==> src/rtl/mac_pkg.sv <==
// Shared widths, stage-1 record and fixed-point multiply for mac_sched.
// Build with MAC_SAT_EN defined to saturate the shifted product instead of truncating it.
package mac_pkg;

   localparam int MAC_N    = 8;
   localparam int MAC_F    = 4;
   localparam int MAC_NMAX = 16;
   localparam int MAC_IDW  = 4;

   // Operands are kept sign-extended to MAC_NMAX so one record serves any n up to MAC_NMAX.
   typedef struct packed {
      logic [MAC_NMAX-1:0] a;
      logic [MAC_NMAX-1:0] b;
      logic                clr;
      logic [MAC_IDW-1:0]  id;
      logic                valid;
   } mac_s1_t;

   function automatic logic [MAC_NMAX-1:0] fxp_mul(
      input logic [MAC_NMAX-1:0] a,
      input logic [MAC_NMAX-1:0] b,
      input int                  n = MAC_N,
      input int                  f = MAC_F
   );
      logic signed [2*MAC_NMAX-1:0] w_p;
      logic signed [2*MAC_NMAX-1:0] w_s;
      logic        [MAC_NMAX-1:0]   w_r;
`ifdef MAC_SAT_EN
      logic signed [2*MAC_NMAX-1:0] w_hi;
      logic signed [2*MAC_NMAX-1:0] w_lo;
`endif
      w_p = (2*MAC_NMAX)'($signed(a)) * (2*MAC_NMAX)'($signed(b));
      w_s = w_p >>> f;
`ifdef MAC_SAT_EN
      w_hi = ((2*MAC_NMAX)'(1) <<< (n - 1)) - (2*MAC_NMAX)'(1);
      w_lo = -w_hi - (2*MAC_NMAX)'(1);
      if (w_s > w_hi) begin
         w_r = w_hi[MAC_NMAX-1:0];
      end else if (w_s < w_lo) begin
         w_r = w_lo[MAC_NMAX-1:0];
      end else begin
         w_r = w_s[MAC_NMAX-1:0];
      end
`else
      w_r = w_s[MAC_NMAX-1:0];
`endif
      return w_r;
   endfunction

endpackage

==> src/rtl/rr_arbiter.sv <==
// Round-robin arbiter: combinational one-hot grant searching from the pointer, pointer moves past the winner.
// Zero latency; the pointer only moves on advance, so an unserved request keeps its place.
module rr_arbiter #(
   parameter int NREQ = 4
) (
   input  logic            clk,
   input  logic            nReset,
   input  logic [NREQ-1:0] req,
   input  logic            advance,
   output logic [NREQ-1:0] grant
);

   localparam int IDW = (NREQ > 1) ? $clog2(NREQ) : 1;

   logic [IDW-1:0] r_ptr;
   logic [IDW-1:0] w_idx;
   logic [IDW-1:0] w_gid;
   logic           w_found;

   always_comb begin
      grant   = '0;
      w_found = 1'b0;
      w_gid   = r_ptr;
      w_idx   = r_ptr;
      for (int k = 0; k < NREQ; k++) begin
         w_idx = IDW'((int'(r_ptr) + k) % NREQ);
         if (!w_found && req[w_idx]) begin
            w_found = 1'b1;
            w_gid   = w_idx;
         end
      end
      if (w_found) begin
         grant = NREQ'(1) << w_gid;
      end
   end

   always_ff @(posedge clk or negedge nReset) begin
      if (!nReset) begin
         r_ptr <= '0;
      end else if (advance && w_found) begin
         r_ptr <= IDW'((int'(w_gid) + 1) % NREQ);
      end
   end

endmodule

==> src/rtl/mac_sched.sv <==
// Shared fixed-point MAC time-multiplexed over NREQ requesters with private accumulators (MAC_SAT_EN: saturating).
// Latency: handshake at edge k gives rsp_valid/rsp_data after edge k+2; one op per cycle, responses never stall.
module mac_sched
   import mac_pkg::*;
#(
   parameter int n    = MAC_N,
   parameter int F    = MAC_F,
   parameter int NREQ = 4
) (
   input  logic              clk,
   input  logic              nReset,
   input  logic [NREQ-1:0]   req_valid,
   output logic [NREQ-1:0]   req_ready,
   input  logic [NREQ*n-1:0] req_a,
   input  logic [NREQ*n-1:0] req_b,
   input  logic [NREQ-1:0]   req_clr,
   output logic [NREQ-1:0]   rsp_valid,
   output logic [NREQ*n-1:0] rsp_data
);

   localparam int IDW = (NREQ > 1) ? $clog2(NREQ) : 1;

   logic [NREQ-1:0]         w_grant;
   logic [NREQ-1:0]         w_ready;
   logic [IDW-1:0]          w_gid;
   logic [n-1:0]            w_a;
   logic [n-1:0]            w_b;
   logic                    w_clr;

   mac_s1_t                 r_s1;
   logic [n-1:0]            r_s2_prod;
   logic                    r_s2_clr;
   logic [IDW-1:0]          r_s2_id;
   logic                    r_s2_vld;

   logic [NREQ-1:0][n-1:0]  r_acc;
   logic [NREQ-1:0]         r_rsp_vld;
   logic [n-1:0]            w_base;
   logic [n-1:0]            w_acc_nxt;

   rr_arbiter #(
      .NREQ    (NREQ)
   ) u_arb (
      .clk     (clk),
      .nReset  (nReset),
      .req     (req_valid),
      .advance (|w_ready),
      .grant   (w_grant)
   );

   // Masking with nReset keeps ready low while reset is held, even though the grant is combinational.
   assign w_ready = w_grant & {NREQ{nReset}};

   always_comb begin
      w_gid = '0;
      w_a   = '0;
      w_b   = '0;
      w_clr = 1'b0;
      for (int k = 0; k < NREQ; k++) begin
         if (w_grant[k]) begin
            w_gid = IDW'(k);
            w_a   = req_a[k*n +: n];
            w_b   = req_b[k*n +: n];
            w_clr = req_clr[k];
         end
      end
   end

   always_ff @(posedge clk or negedge nReset) begin
      if (!nReset) begin
         r_s1 <= '0;
      end else begin
         r_s1.valid <= |w_ready;
         if (|w_ready) begin
            r_s1.a   <= MAC_NMAX'($signed(w_a));
            r_s1.b   <= MAC_NMAX'($signed(w_b));
            r_s1.clr <= w_clr;
            r_s1.id  <= MAC_IDW'(w_gid);
         end
      end
   end

   always_ff @(posedge clk or negedge nReset) begin
      if (!nReset) begin
         r_s2_vld  <= 1'b0;
         r_s2_prod <= '0;
         r_s2_clr  <= 1'b0;
         r_s2_id   <= '0;
      end else begin
         r_s2_vld <= r_s1.valid;
         if (r_s1.valid) begin
            r_s2_prod <= n'(fxp_mul(r_s1.a, r_s1.b, n, F));
            r_s2_clr  <= r_s1.clr;
            r_s2_id   <= IDW'(r_s1.id);
         end
      end
   end

   // Only this stage reads or writes acc, so back-to-back ops on one id chain without forwarding.
   assign w_base = r_s2_clr ? '0 : r_acc[r_s2_id];

`ifdef MAC_SAT_EN
   logic [n:0] w_sum;

   always_comb begin
      w_sum = {w_base[n-1], w_base} + {r_s2_prod[n-1], r_s2_prod};
      if (w_sum[n] != w_sum[n-1]) begin
         w_acc_nxt = w_sum[n] ? {1'b1, {(n-1){1'b0}}} : {1'b0, {(n-1){1'b1}}};
      end else begin
         w_acc_nxt = w_sum[n-1:0];
      end
   end
`else
   assign w_acc_nxt = w_base + r_s2_prod;
`endif

   always_ff @(posedge clk or negedge nReset) begin
      if (!nReset) begin
         r_acc     <= '0;
         r_rsp_vld <= '0;
      end else begin
         r_rsp_vld <= r_s2_vld ? (NREQ'(1) << r_s2_id) : '0;
         if (r_s2_vld) begin
            r_acc[r_s2_id] <= w_acc_nxt;
         end
      end
   end

   assign req_ready = w_ready;
   assign rsp_valid = r_rsp_vld;
   assign rsp_data  = r_acc;

endmodule
==> config.mk <==
export PLATFORM = sky130hd
export DESIGN_NAME = mac_sched
export DESIGN_NICKNAME = d
export VERILOG_FILES = /design/src/rtl/mac_pkg.sv /design/src/rtl/rr_arbiter.sv /design/src/rtl/mac_sched.sv
export SDC_FILE = /design/constraint.sdc
export NUM_CORES = 1
export LEC_CHECK = 0
export ABC_AREA = 1
export BUFFER_PORTS_ARGS = -buffer_cell sky130_fd_sc_hd__buf_2
export CAP_MARGIN = 20
export CORE_AREA = 4 4 110 112
export CTS_CLUSTER_SIZE = 28
export DETAILED_ROUTE_END_ITERATION = 16
export DIE_AREA = 0 0 114 116
export GPL_ROUTABILITY_DRIVEN = 0
export HOLD_SLACK_MARGIN = 0.12
export PLACE_DENSITY_LB_ADDON = 0.25
export SLEW_MARGIN = 20
export SYNTH_ARGS = -nofsm -noshare
export SYNTH_HDL_FRONTEND = slang
export SYNTH_SLANG_ARGS = --single-unit
==> constraint.sdc <==
create_clock -name clk -period 5.04 [get_ports clk]
set_input_delay 1.008 -clock clk [delete_from_list [all_inputs] [get_ports clk]]
set_output_delay 1.008 -clock clk [all_outputs]
set_load 0.005 [all_outputs]
==> results of run 1 <==
## placed cells by master (no fill, tap or decap), types with 2 or more instances in the layout
cell	instances
a21o_1	2
a21oi_1	14
a22o_1	2
a22oi_1	6
a31oi_1	7
buf_2	113
buf_4	7
clkbuf_16	9
clkinv_1	4
dfrtp_1	70
fa_1	37
ha_1	34
inv_1	166
inv_2	2
inv_6	2
inv_8	3
nand2_1	242
nand3_1	137
nand3b_1	3
nor2_1	53
o21ai_0	38
o21ai_1	7
or2_2	4
xnor2_1	4
xor2_1	5
## metal layers
metal,part of all wire,GRT usage
met1,0.43,0.301
met2,0.50,0.416
met3,0.064,0.0423
met4,0.014,0.0586
met5,0,0
## stage by stage
step | hold WS, ns | setup slack [ns] | std cells | util
final | 0.474 | 0.627 | 1131 | 0.636
after detailed placement | 0.462 | 0.652 | 1115 | 0.609
after global placement | 0.458 | 0.792 | 1115 | 0.609
after floorplan | 0.440 | 0.857 | 897 | -
after global routing | 0.498 | 0.332 | 1131 | 0.636
after CTS | 0.476 | 0.605 | 1131 | 0.636
## synth_stat cells (5+ instances only)
library cell and count:
nand2_1 242, inv_1 166, nand3_1 137, dfrtp_1 70
nor2_1 53, o21ai_0 38, fa_1 37, ha_1 34
clkbuf_1 29, a21oi_1 14, a31oi_1 7, buf_2 7
o21ai_1 7, a22oi_1 6, buf_4 6, xor2_1 5
## sequential cells by signal, indices dropped and copies added (netlist names)
signal and cells:
r_s2_id 2, r_s2_clr 1, u_arb.r_ptr 2, rsp_data 32, r_s2_vld 1, rsp_valid 4, r_s1 20, r_s2_prod 8
## worst max-delay path by stage
stage	startpoint	end	slack [ns]
6_report	r_s1[22]	r_s2_prod[6]	0.63
5_1_grt	r_s1[22]	r_s2_prod[6]	0.33
4_1_cts	r_s1[22]	r_s2_prod[6]	0.60
3_5_place_dp	r_s1[22]	r_s2_prod[6]	0.65
3_3_place_gp	r_s1[22]	r_s2_prod[6]	0.79
2_1_floorplan	r_s1[10]	r_s2_prod[6]	0.86
## logic make-up after synthesis
logic type | count (synthesis) | share of synthesized area
and+or+nand+nor | 443 | 0.299
buffers and inverters | 218 | 0.139
AOI/OAI and AO/OA | 85 | 0.0804
adders and majority gates | 71 | 0.186
DFF | 70 | 0.280
xor gates and xnor gates | 10 | 0.0152
## area by class of cell
| cell class | count | area [um2] |
|---|---|---|
| Inverter | 173 | 652 |
| Clock inverter | 7 | 75.1 |
| Clock buffer | 9 | 225 |
| Timing Repair Buffer | 120 | 618 |
| Tap cell | 143 | 179 |
| Sequential cell | 70 | 1750 |
| Multi-Input combinational cell | 609 | 3640 |
| Fill cell | 1049 | 4090 |
## worst reg2reg max path, cell delays in order, from the launching register on
cell and delay [ns]:
dfrtp_1 0.44, inv_1 0.10, nand2_1 0.08, fa_1 0.52, fa_1 0.55, inv_1 0.06
fa_1 0.53, inv_1 0.06, fa_1 0.53, inv_1 0.04, ha_1 0.34, nand2_1 0.09
nand2_1 0.05, a31oi_1 0.21, nor2_1 0.09, o21ai_0 0.15, nand2_1 0.08, or2_2 0.27
nand3_1 0.06, nand2_1 0.06
==> results.sh, run 1 <==
export IMPL_fin_worst_skew_ns=0.0109
export IMPL_worstHoldPathCells=2
export IMPL_finalMaxSlewViolations=0
export IMPL_relSlewSlack=0.580
export IMPL_drc=0
export IMPL_die_y_um=116
export IMPL_synthTopCellsByArea="dfrtp_1, nand2_1, fa_1, nand3_1, inv_1"
export IMPL_diodes=0
export IMPL_cts_hold_buf=0
export IMPL_setup_tns_final_ns=0
export IMPL_required_ns=5.26
export IMPL_cts_root_buf="clkbuf_16"
export IMPL_cts_num_sinks=70
export IMPL_path_depth=19
export IMPL_drv_cap=0
export IMPL_dpl_cell_area_mm2=0.00684
export IMPL_max_freq_ghz=0.227
export IMPL_crit_chain="inv_1, nand2_1, fa_1, fa_1, inv_1, fa_1, inv_1, fa_1, inv_1, ha_1, nand2_1, nand2_1, a31oi_1, nor2_1, o21ai_0, nand2_1, or2_2, nand3_1, nand2_1"
export IMPL_synth_top_area_share=0.280
export IMPL_worstPathMaxFanout=7
export IMPL_io_pins=114
export IMPL_hold_viol=0
export IMPL_period_share=0.876
export IMPL_fin_nets=1128
export IMPL_synthesis_area_mm2=0.00626
export IMPL_cts_path_max_buffers=2
export IMPL_critical_path_top_delay_family="adder cells"
export IMPL_ys_seq_area_frac=0.280
export IMPL_grt_max_degree=54
export IMPL_r2r_start="r_s1[22]"
export IMPL_wl_per_cell_um=13.2
export IMPL_slowest_stage="fa_1"
export IMPL_period_needed_ns=4.41
export IMPL_yosys_area_top_type="dfrtp_1"
export IMPL_syn_avg_cell_area_um2=6.97
export IMPL_stdcell_area_mm2=0.00714
export IMPL_critPathCaptureType="register"
export IMPL_synth_cell_types=40
export IMPL_first_pass_iters=5
export IMPL_synth_ff_type="dfrtp_1"
export IMPL_cpPeakStageDelay_ns=0.55
export IMPL_portBuffers=113
export IMPL_timing_rr_end="r_s2_prod[6]"
export IMPL_setup_violations=0
export IMPL_worst_skew_pair_late_latency_ns=0.33
export IMPL_row_count=39
export IMPL_grt_antenna_before_repair=0
export IMPL_cts_setup_buffers=0
export IMPL_ys_ff_latch=70
export IMPL_ant_nets=0
export IMPL_drt_iter0_markers=389
export IMPL_rrSetupSlack_ns=0.63
export IMPL_vias=5807
export IMPL_min_from="r_s1[2]"
export IMPL_drive_above_1_share=0.154
export IMPL_cp_common_cell="nand2_1"
export IMPL_worstPathArrival_ns=4.63
export IMPL_cts_resized=0
export IMPL_chipWidth_um=114
export IMPL_overflow=0
export IMPL_grt_pass1_vias=5494
export IMPL_grt_pass1_wl_um=25500
export IMPL_yosys_warnings=0
export IMPL_start_util=0.557
export IMPL_clkTransAtPathRegs_ns=0.06
export IMPL_synth_edf_count=0
export IMPL_core_area_mm2=0.0112
export IMPL_cts_tree="done"
export IMPL_syn2layout_area_growth_pct=14.1
export IMPL_worstRegToRegCells=19
export IMPL_syn_nets=1042
export IMPL_grt_usage=0.236
export IMPL_routed_wl_um=15000
export IMPL_rsz0062_at_grt="no"
export IMPL_hold_class="register to register"
export IMPL_numCtsBuffers=9
export IMPL_critPathBufInv=4
export IMPL_min_to="r_s1[2]"
export IMPL_worstSetupPathType="register to register"
export IMPL_cp_start_kind="register"
export IMPL_via_per_inst=5.13
export IMPL_async_flop_share=1.00
export IMPL_h_tree_depth=3
export IMPL_syn_inst=897
export IMPL_dpl_hpwl_um=11800
export IMPL_outcome="completed"
export IMPL_die_area_mm2=0.0132
export IMPL_tightest_slew_ns=0.628
Power of run 1 is not shown: default switching activity piles up to over one toggle a cycle in this logic, so the estimate is an artifact.
==> inputs of run 2 (changes only) <==
PLACE_DENSITY_LB_ADDON = 0.08   (was 0.25)
==> run 2 against run 1 <==
First-iteration DRC count increased by 2.6%. Critical path depth decreased by 1. Via count decreased by 1.1%. Maximum frequency increased by 1.5%. Cell area about the same. Final cell count about the same. Core utilization decreased by 0.056 points.
==> results.sh, run 2 (synthesis results as in run 1) <==
export IMPL_ant_nets=0
export IMPL_outcome="completed"
export IMPL_layout_commonest_cell="nand2_1"
export IMPL_drive_above_1_share=0.155
export IMPL_io_pins=114
export IMPL_critical_path_top_delay_family="adder cells"
export IMPL_wl_per_cell_um=13.5
export IMPL_worst_skew_pair_late_latency_ns=0.33
export IMPL_tightest_slew_ns=0.885
export IMPL_largest_reg_flops=32
export IMPL_grt_usage=0.242
export IMPL_overflow=0
export IMPL_worstSetupPathType="register to register"
export IMPL_drt_iter0_markers=399
export IMPL_relSlewSlack=0.410
export IMPL_row_count=39
export IMPL_cp_start_kind="register"
export IMPL_wl_met2_um=7640
export IMPL_numCtsBuffers=9
export IMPL_dpl_hpwl_um=11900
export IMPL_chipWidth_um=114
export IMPL_wl_met3_um=846
export IMPL_crit_chain="nand2_1, fa_1, fa_1, inv_1, fa_1, inv_1, fa_1, inv_1, ha_1, nand2_1, nand2_1, a31oi_1, nor2_1, o21ai_0, nand2_1, or2_2, nand3_1, nand2_1"
export IMPL_grt_max_degree=71
export IMPL_hold_viol=0
export IMPL_grt_pass1_vias=5479
export IMPL_die_y_um=116
export IMPL_worstPathMaxFanout=10
export IMPL_grt_antenna_before_repair=0
export IMPL_cp_common_cell="nand2_1"
export IMPL_first_pass_iters=5
export IMPL_cts_root_buf="clkbuf_16"
export IMPL_period_needed_ns=4.35
export IMPL_top_layer_used="met4"
export IMPL_core_area_mm2=0.0112
export IMPL_finalMaxSlewViolations=0
export IMPL_setup_tns_final_ns=0
export IMPL_fin_worst_skew_ns=0.00744
export IMPL_multiInputGateArea_mm2=0.00364
export IMPL_required_ns=5.27
export IMPL_via_per_inst=5.08
export IMPL_cpPeakStageDelay_ns=0.57
export IMPL_cts_resized=0
export IMPL_portBuffers=113
export IMPL_cts_tree="done"
export IMPL_fin_nets=1129
export IMPL_layout_common_cells="nand2_1, inv_1, nand3_1, buf_2, dfrtp_1"
export IMPL_slowest_stage="dfrtp_1"
export IMPL_cts_num_sinks=70
export IMPL_clkTransAtPathRegs_ns=0.06
export IMPL_critPathCaptureType="register"
export IMPL_vias=5745
export IMPL_wl_met1_um=6580
export IMPL_max_freq_ghz=0.230
export IMPL_seq_area_mm2=0.00175
export IMPL_rsz0062_at_grt="no"
export IMPL_cts_path_max_buffers=2
export IMPL_critPathBufInv=3
export IMPL_cts_hold_buf=0
export IMPL_routed_wl_um=15300
export IMPL_num_fill_cells=1034
export IMPL_grt_pass1_wl_um=25800
export IMPL_syn2layout_area_growth_pct=14.0
export IMPL_period_share=0.863
export IMPL_worstPathArrival_ns=4.58
export IMPL_h_tree_depth=3
export IMPL_hold_class="register to register"
export IMPL_setup_violations=0
export IMPL_drv_cap=0
export IMPL_die_area_mm2=0.0132
export IMPL_cts_setup_buffers=0
export IMPL_drc=0
export IMPL_diodes=0
export IMPL_start_util=0.557
-- run 2: metrics by stage --
step	instances	area [um2]	hold slack [ns]	setup WS [ns]	utilization
after floorplan	897	6260	0.440	0.857	-
after global placement	1116	6850	0.430	0.800	0.610
after detailed placement	1116	6850	0.431	0.742	0.610
after CTS	1132	7130	0.440	0.721	0.635
after global routing	1132	7130	0.468	0.393	0.635
final	1132	7130	0.434	0.691	0.635
-- run 2: worst paths after layout --
| path | cells past startpoint | start | end | slack [ns] |
|---|---|---|---|---|
| worst max-delay path | 18 | r_s1[9] | r_s2_prod[6] | 0.69 |
| worst min-delay path | 0 | r_s1[0] | r_s2_vld | 0.43 |
| worst max register to register | 18 | r_s1[9] | r_s2_prod[6] | 0.69 |
| worst min register to register | 0 | r_s1[0] | r_s2_vld | 0.43 |
| max in group asynchronous | 2 | nReset | rsp_data[21] | 3.44 |
| min in group asynchronous | 2 | nReset | u_arb.r_ptr[1] | 1.03 |
-- run 2: per-layer routing --
layer,track usage,vias to the layer above
met1,0.310,2619
met2,0.429,157
met5,0,-
li1,-,2951
met3,0.0444,18
met4,0.0523,0
-- run 2: worst register-to-register path: cells and delay by family, from the launching register on --
family                   cells  cell delay [ns]
AND/OR/NAND/NOR              8             0.83
flip-flops                   1             0.57
adder cells (fa/ha/maj)      5             2.38
buffers and inverters        3             0.16
AO/OA/AOI/OAI                2             0.33
-- run 2: final cells by class --
class / count / area share
multi-input cells: 609 / 0.510
inverters: 173 / 0.0914
well taps: 143 / 0.0251
clock buffers: 9 / 0.0316
repair buffers: 121 / 0.0877
flip-flops and latches: 70 / 0.246
clock inverters: 7 / 0.00860
Power of run 2 is left out for the same reason.
